--- config.mk ---
export PLATFORM = sky130hd
export DESIGN_NAME = link_io_hub
export DESIGN_NICKNAME = d
export VERILOG_FILES = /design/src/rtl/link_io_hub.sv
export SDC_FILE = /design/constraint.sdc
export NUM_CORES = 1
export LEC_CHECK = 0
export BUFFER_PORTS_ARGS = -buffer_cell sky130_fd_sc_hd__buf_2
export CAP_MARGIN = 20
export CORE_AREA = 2 2 341 343
export DETAILED_ROUTE_END_ITERATION = 10
export DIE_AREA = 0 0 343 345
export GPL_ROUTABILITY_DRIVEN = 0
export GPL_TIMING_DRIVEN = 1
export SLEW_MARGIN = 20
export SYNTH_ARGS = -nofsm -noshare
export SYNTH_HDL_FRONTEND = slang
export SYNTH_SLANG_ARGS = --single-unit
--- constraint.sdc ---
create_clock -name clk -period 3.38 [get_ports clk]
set_clock_uncertainty 0.1 [all_clocks]
set_input_delay 0.169 -clock clk [delete_from_list [all_inputs] [get_ports clk]]
set_output_delay 0.169 -clock clk [all_outputs]
set_load 0.02 [all_outputs]
--- src/rtl/link_io_hub.sv ---
// link_io_hub
//   Host-visible hub for NLINKS independent streaming links. Each link owns
//   an RX FIFO (stream -> host) and a TX FIFO (host -> stream). Host accesses
//   are registered once; all decode and read data come from that stage.
//
//   Address map: address_q[7:4] = link+1 selects a link, address_q[3:0] is
//   the register offset:
//     0 : read pops the RX head (0 when empty), write pushes into TX
//     1 : status {rxCount, ovf, dor, dir}; a write with bit2 set clears ovf
//     2 : irq mask bit0 (only with LINK_IRQ_EN, otherwise reads 0)
//
//   Optional feature macro: LINK_IRQ_EN (adds the irq port and the per-link
//   mask registers).
//
//   Ports
//     clk, resetb          : clock, asynchronous active-low reset
//     vio, rnw, address    : host cycle qualifier, direction, address
//     host_din, host_dout  : host write data, host read data
//     rx_data/valid/ready  : inbound streams, link i at [i*DW +: DW]
//     tx_data/valid/ready  : outbound streams, link i at [i*DW +: DW]
//     irq                  : OR of masked RX-not-empty (LINK_IRQ_EN only)
module link_io_hub #(
   parameter int NLINKS = 4,
   parameter int DW     = 32,
   parameter int DEPTH  = 4,
   parameter int AW     = 20
) (
   input  logic                 clk,
   input  logic                 resetb,
   input  logic                 vio,
   input  logic                 rnw,
   input  logic [AW-1:0]        address,
   input  logic [DW-1:0]        host_din,
   output logic [DW-1:0]        host_dout,
   input  logic [NLINKS*DW-1:0] rx_data,
   input  logic [NLINKS-1:0]    rx_valid,
   output logic [NLINKS-1:0]    rx_ready,
   output logic [NLINKS*DW-1:0] tx_data,
   output logic [NLINKS-1:0]    tx_valid,
   input  logic [NLINKS-1:0]    tx_ready
`ifdef LINK_IRQ_EN
   ,
   output logic                 irq
`endif
);

   localparam int PW = (DEPTH > 1) ? $clog2(DEPTH) : 1;
   localparam int CW = PW + 1;

   localparam logic [3:0] OFF_DATA = 4'd0;
   localparam logic [3:0] OFF_STAT = 4'd1;
   localparam logic [3:0] OFF_MASK = 4'd2;

   logic          vio_q;
   logic          rnw_q;
   logic [AW-1:0] address_q;
   logic [DW-1:0] host_din_q;

   logic [3:0]        offset;
   logic              hostRd;
   logic              hostWr;
   logic [NLINKS-1:0] linkSel;
   logic [DW-1:0]     rdData [NLINKS];
   logic              unusedAddr;

`ifdef LINK_IRQ_EN
   logic [NLINKS-1:0] irqReq;
   logic              irq_q;
`endif

   // Host access capture stage; everything downstream decodes these copies.
   always_ff @(posedge clk or negedge resetb) begin
      if (!resetb) begin
         vio_q      <= 1'b0;
         rnw_q      <= 1'b0;
         address_q  <= '0;
         host_din_q <= '0;
      end else begin
         vio_q      <= vio;
         rnw_q      <= rnw;
         address_q  <= address;
         host_din_q <= host_din;
      end
   end

   assign offset     = address_q[3:0];
   assign hostRd     = vio_q & rnw_q;
   assign hostWr     = vio_q & ~rnw_q;
   assign unusedAddr = ^address_q[AW-1:8];

   for (genvar g = 0; g < NLINKS; g++) begin : gLink
      logic [DW-1:0] rxMem_q [DEPTH];
      logic [DW-1:0] txMem_q [DEPTH];
      logic [PW-1:0] rxWr_q, rxRd_q, txWr_q, txRd_q;
      logic [CW-1:0] rxCnt_q, rxCnt_d, txCnt_q, txCnt_d;
      logic          ovf_q, ovf_d;
      logic          rxFull, rxEmpty, txFull, txEmpty;
      logic          rxPush, rxPop, txPush, txPop, ovfSet, ovfClr;
      logic [DW-1:0] rxHead, statusWord, maskWord;

      assign linkSel[g] = vio_q && (address_q[7:4] == 4'(g + 1));

      // Full/empty are taken from the counts at cycle start, so a pop on a
      // full FIFO does not open a slot for a push in the same cycle.
      assign rxFull  = (rxCnt_q == CW'(DEPTH));
      assign rxEmpty = (rxCnt_q == '0);
      assign txFull  = (txCnt_q == CW'(DEPTH));
      assign txEmpty = (txCnt_q == '0);

      assign rxPush = rx_valid[g] & ~rxFull;
      assign rxPop  = hostRd & linkSel[g] & (offset == OFF_DATA) & ~rxEmpty;
      assign txPush = hostWr & linkSel[g] & (offset == OFF_DATA) & ~txFull;
      assign txPop  = tx_ready[g] & ~txEmpty;
      assign ovfSet = hostWr & linkSel[g] & (offset == OFF_DATA) & txFull;
      assign ovfClr = hostWr & linkSel[g] & (offset == OFF_STAT) & host_din_q[2];

      // Occupancy and sticky overflow next-state.
      always_comb begin
         rxCnt_d = rxCnt_q + CW'(rxPush) - CW'(rxPop);
         txCnt_d = txCnt_q + CW'(txPush) - CW'(txPop);
         ovf_d   = ovf_q;
         if (ovfClr) ovf_d = 1'b0;
         if (ovfSet) ovf_d = 1'b1;
      end

      // Pointers wrap naturally at DEPTH since DEPTH is a power of two.
      always_ff @(posedge clk or negedge resetb) begin
         if (!resetb) begin
            rxWr_q  <= '0;
            rxRd_q  <= '0;
            txWr_q  <= '0;
            txRd_q  <= '0;
            rxCnt_q <= '0;
            txCnt_q <= '0;
            ovf_q   <= 1'b0;
         end else begin
            if (rxPush) rxWr_q <= rxWr_q + PW'(1);
            if (rxPop)  rxRd_q <= rxRd_q + PW'(1);
            if (txPush) txWr_q <= txWr_q + PW'(1);
            if (txPop)  txRd_q <= txRd_q + PW'(1);
            rxCnt_q <= rxCnt_d;
            txCnt_q <= txCnt_d;
            ovf_q   <= ovf_d;
         end
      end

      // Storage needs no reset: emptiness is defined by the counts alone.
      always_ff @(posedge clk) begin
         if (rxPush) rxMem_q[rxWr_q] <= rx_data[g*DW +: DW];
         if (txPush) txMem_q[txWr_q] <= host_din_q;
      end

`ifdef LINK_IRQ_EN
      logic mask_q;

      // Per-link interrupt enable, written through offset 2.
      always_ff @(posedge clk or negedge resetb) begin
         if (!resetb) begin
            mask_q <= 1'b0;
         end else if (hostWr && linkSel[g] && (offset == OFF_MASK)) begin
            mask_q <= host_din_q[0];
         end
      end

      assign maskWord  = DW'(mask_q);
      assign irqReq[g] = mask_q & ~rxEmpty;
`else
      assign maskWord  = '0;
`endif

      assign rxHead     = rxEmpty ? '0 : rxMem_q[rxRd_q];
      assign statusWord = DW'({rxCnt_q, ovf_q, ~rxEmpty, ~txFull});

      assign rdData[g] = !(hostRd && linkSel[g]) ? '0 :
                         (offset == OFF_DATA)    ? rxHead :
                         (offset == OFF_STAT)    ? statusWord :
                         (offset == OFF_MASK)    ? maskWord : '0;

      assign rx_ready[g]          = ~rxFull;
      assign tx_valid[g]          = ~txEmpty;
      assign tx_data[g*DW +: DW]  = txEmpty ? '0 : txMem_q[txRd_q];
   end

   // At most one link is selected, so OR-ing the per-link read data is a mux.
   always_comb begin
      host_dout = '0;
      for (int i = 0; i < NLINKS; i++) begin
         host_dout = host_dout | rdData[i];
      end
   end

`ifdef LINK_IRQ_EN
   // Interrupt is registered, so it follows a rising dor by one cycle.
   always_ff @(posedge clk or negedge resetb) begin
      if (!resetb) begin
         irq_q <= 1'b0;
      end else begin
         irq_q <= |irqReq;
      end
   end

   assign irq = irq_q;
`endif

endmodule

==> results.tsv <==
metric	value	unit
top post-synthesis cells by area	edfxtp_1, mux4_2, dfrtp_1	
crit path capture	host_dout[9]	
Rows	125	
ANT nets after route	0	
die area	118300	um^2
final setup margin	81.23	ps
num ports	360	
CP Data Arrival Time	3030	ps
Net Sw Frac	0.2892	
count of different cell masters after synthesis	51	
utilization after layout	0.4627	
Clk network pwr share	0.323	
sequential share of power	0.446	
Max VDD drop	0.0005057	V
status	completed	
clock buffer count from CTS	113	
min cycle time layout	3299	ps
nets@finish	2919	
critical path type	register to output port	
Gate Count Post-Synth	2013	
Routed WL	104.6	mm
Net Switching	11.47	mW
Internal	28.19	mW
R2R cell count	10	
dpl ws	316.0	ps
period utilization	0.9760	
sequential cell area fraction in the yosys report	0.7709	
GRT Resource Usage Total	0.1765	
Fin Hold WS	40.54	ps
Starting Density	0.3753	
htree depth	3	
clk_lat worst skew	690	ps
reg-to-reg critical path endpoint	gLink[2].txCnt_q[2]	
worst min path class	input pin to register	
Sink Count	1126	
Critical path origin	address_q[0]	
root buffer cell	clkbuf_16	
Sum Neg Setup Slack	0	ps
Worst setup SP type	register	
P_leak	18.33	nW
max-slew violation count	0	
area leader, netlist	edfxtp_1	
initial antenna violation count	26	
PD cells	744.8	nW/um^2
drt pass-1 iters	5	
Worst R2R Start	address_q[3]	
mean routed wirelength per cell	24.30	um
Max-Cap Viols	0	
CP Max Fanout	28	
Final setup viols	0	
proportion of layout cells with a drive suffix above 1	0.3203	
number of global-route vias before repair	23340	
initial drt markers	1678	
Cell Area, Synth	43200	um^2
HPWL after detailed placement	67.20	mm
combinational power share	0.231	
DRC errors left	0	
Synth Net Count	2261	
Post-synth top cells	edfxtp_1, mux4_2, and2_1	
Placed Area	47270	um^2
Post-synth EDFFs	1024	
number of I/O port buffers	347	
TritonCTS clock tree	yes	
top_reg_cell synth	edfxtp_1	
Reg clk slew, reported paths	60	ps
design area	53260	um^2
synth warn	0	
Slew Limit Headroom	0.4744	
Congestion Overflow GR	0	
die height	345	um
most common cell in the netlist	edfxtp_1	
DR vias	21920	
CORE AREA	115100	um^2
worst endpoint required time	3110	ps
Clock Path Buffers	3	
RSZ-0062 raised after global routing	false	
Critical Path Sink Type	output port	
ys async rst share	0.09059	
Tightest Pin Transition	788.4	ps
Fillers	9691	
Reg2Reg Setup Slack	360	ps
syn avg cell area	21.46	um^2
first-pass GRT wire length	153.6	mm
Yosys reg bits	1126	
post-synth top area share	0.7118	
Vias/cell	5.091	
final hold violation count	0	
die span in x	343	um
Max Fclk	0.3031	GHz
largest net degree at the start of global routing	62	
Layout area overhead	23.29	%
## per-layer routing
metal  up-vias  part of all wire  GRT usage
met5         -            0.0020          0
met4        32             0.030    0.05552
met3       182             0.074    0.04579
met2       706              0.50     0.2972
met1     11530              0.39     0.2228
li1       9467                 -          -
## cells by family after synthesis
group | count (synthesis) | synth area share
XOR/XNOR | 40 | 0.008110
multiplexers | 260 | 0.1345
AO/OA/AOI/OAI | 95 | 0.01529
buffers and inverters | 142 | 0.01390
AND/OR/NAND/NOR | 294 | 0.03968
flip-flops | 1126 | 0.7709
adder cells (fa/ha/maj) | 56 | 0.01761
## flip-flops by register name, summed over array words and instances, names as in the netlist, 8 cells and up
name / cells
gLink.rxMem_q: 512
gLink.txMem_q: 512
host_din_q: 32
gLink.rxCnt_q: 12
gLink.txCnt_q: 12
address_q: 8
gLink.rxRd_q: 8
gLink.rxWr_q: 8
gLink.txRd_q: 8
gLink.txWr_q: 8
## power groups by stage
stage / combinational, mW / clock [mW] / sequential, mW
floorplan: 6.01 / 0 / 17.5
global placement: 8.99 / 0 / 17.9
detailed placement: 9.16 / 0 / 18.0
CTS: 9.39 / 13.1 / 17.7
global route: 9.85 / 13.6 / 17.8
finish: 9.17 / 12.8 / 17.7
## how the worst min path moves through the flow
stage | startpoint | to | depth (start not counted)
global route | host_din[3] | host_din_q[3] | 2
finish | host_din[3] | host_din_q[3] | 2
floorplan | resetb | address_q[0] | 0
global placement | resetb | host_din_q[6] | 1
CTS | host_din[9] | host_din_q[9] | 2
detailed placement | resetb | host_din_q[6] | 1
## cell type report
cell class / count / area, um^2 / share of cell area
repair buffers: 634 / 4621 / 0.08676
inverters: 51 / 191.4 / 0.003595
well taps: 1524 / 1907 / 0.03580
clock inverters: 80 / 900.9 / 0.01692
diodes: 12 / 30.03 / 0.0005638
multi-input cells: 745 / 9325 / 0.1751
clock buffers: 133 / 2965 / 0.05568
flip-flops and latches: 1126 / 33320 / 0.6256
## per-stage QoR
step,std cells,total power [mW]
after CTS,4291,40.20
after detailed placement,3875,27.14
final,4305,39.66
after floorplan,2013,23.52
after global routing,4300,41.34
after global placement,3875,26.85
## worst max-delay path, cell delays in order (launching register included)
cell and delay, ps:
dfrtp_1 380, buf_4 190, inv_1 60, buf_4 200, nand3_1 220, nor3_2 360
buf_6 320, a22o_1 190, a221o_1 190, buf_2 200
## cells in the final DEF (no fill, tap or decap), types with 11 or more instances in the layout
cell type	count
a21oi_1	16
a22oi_1	50
and2_1	148
and3_1	16
buf_12	14
buf_2	346
buf_4	65
bufinv_16	16
clkbuf_1	16
clkbuf_16	116
clkinv_1	26
clkinv_2	21
dfrtp_1	94
diode_2	12
dlygate4sd3_1	203
edfxtp_1	1024
ha_1	48
inv_1	51
mux4_2	256
nand2_1	48
nor2_1	21
nor3_1	13
or3_1	12
xnor2_1	29
xor2_1	11
## what timing repair did
item | in CTS | in global routing
gates resized for setup | 4 | 6
pin swaps | 1 | 0
buffers inserted | 1 | 0
cloned | 0 | 1
endpoints found under the setup margin | 21 | 7
endpoints found under the hold margin | 659 | 1
hold buffers | 202 | 1
Power figures use the tool's default switching activity.
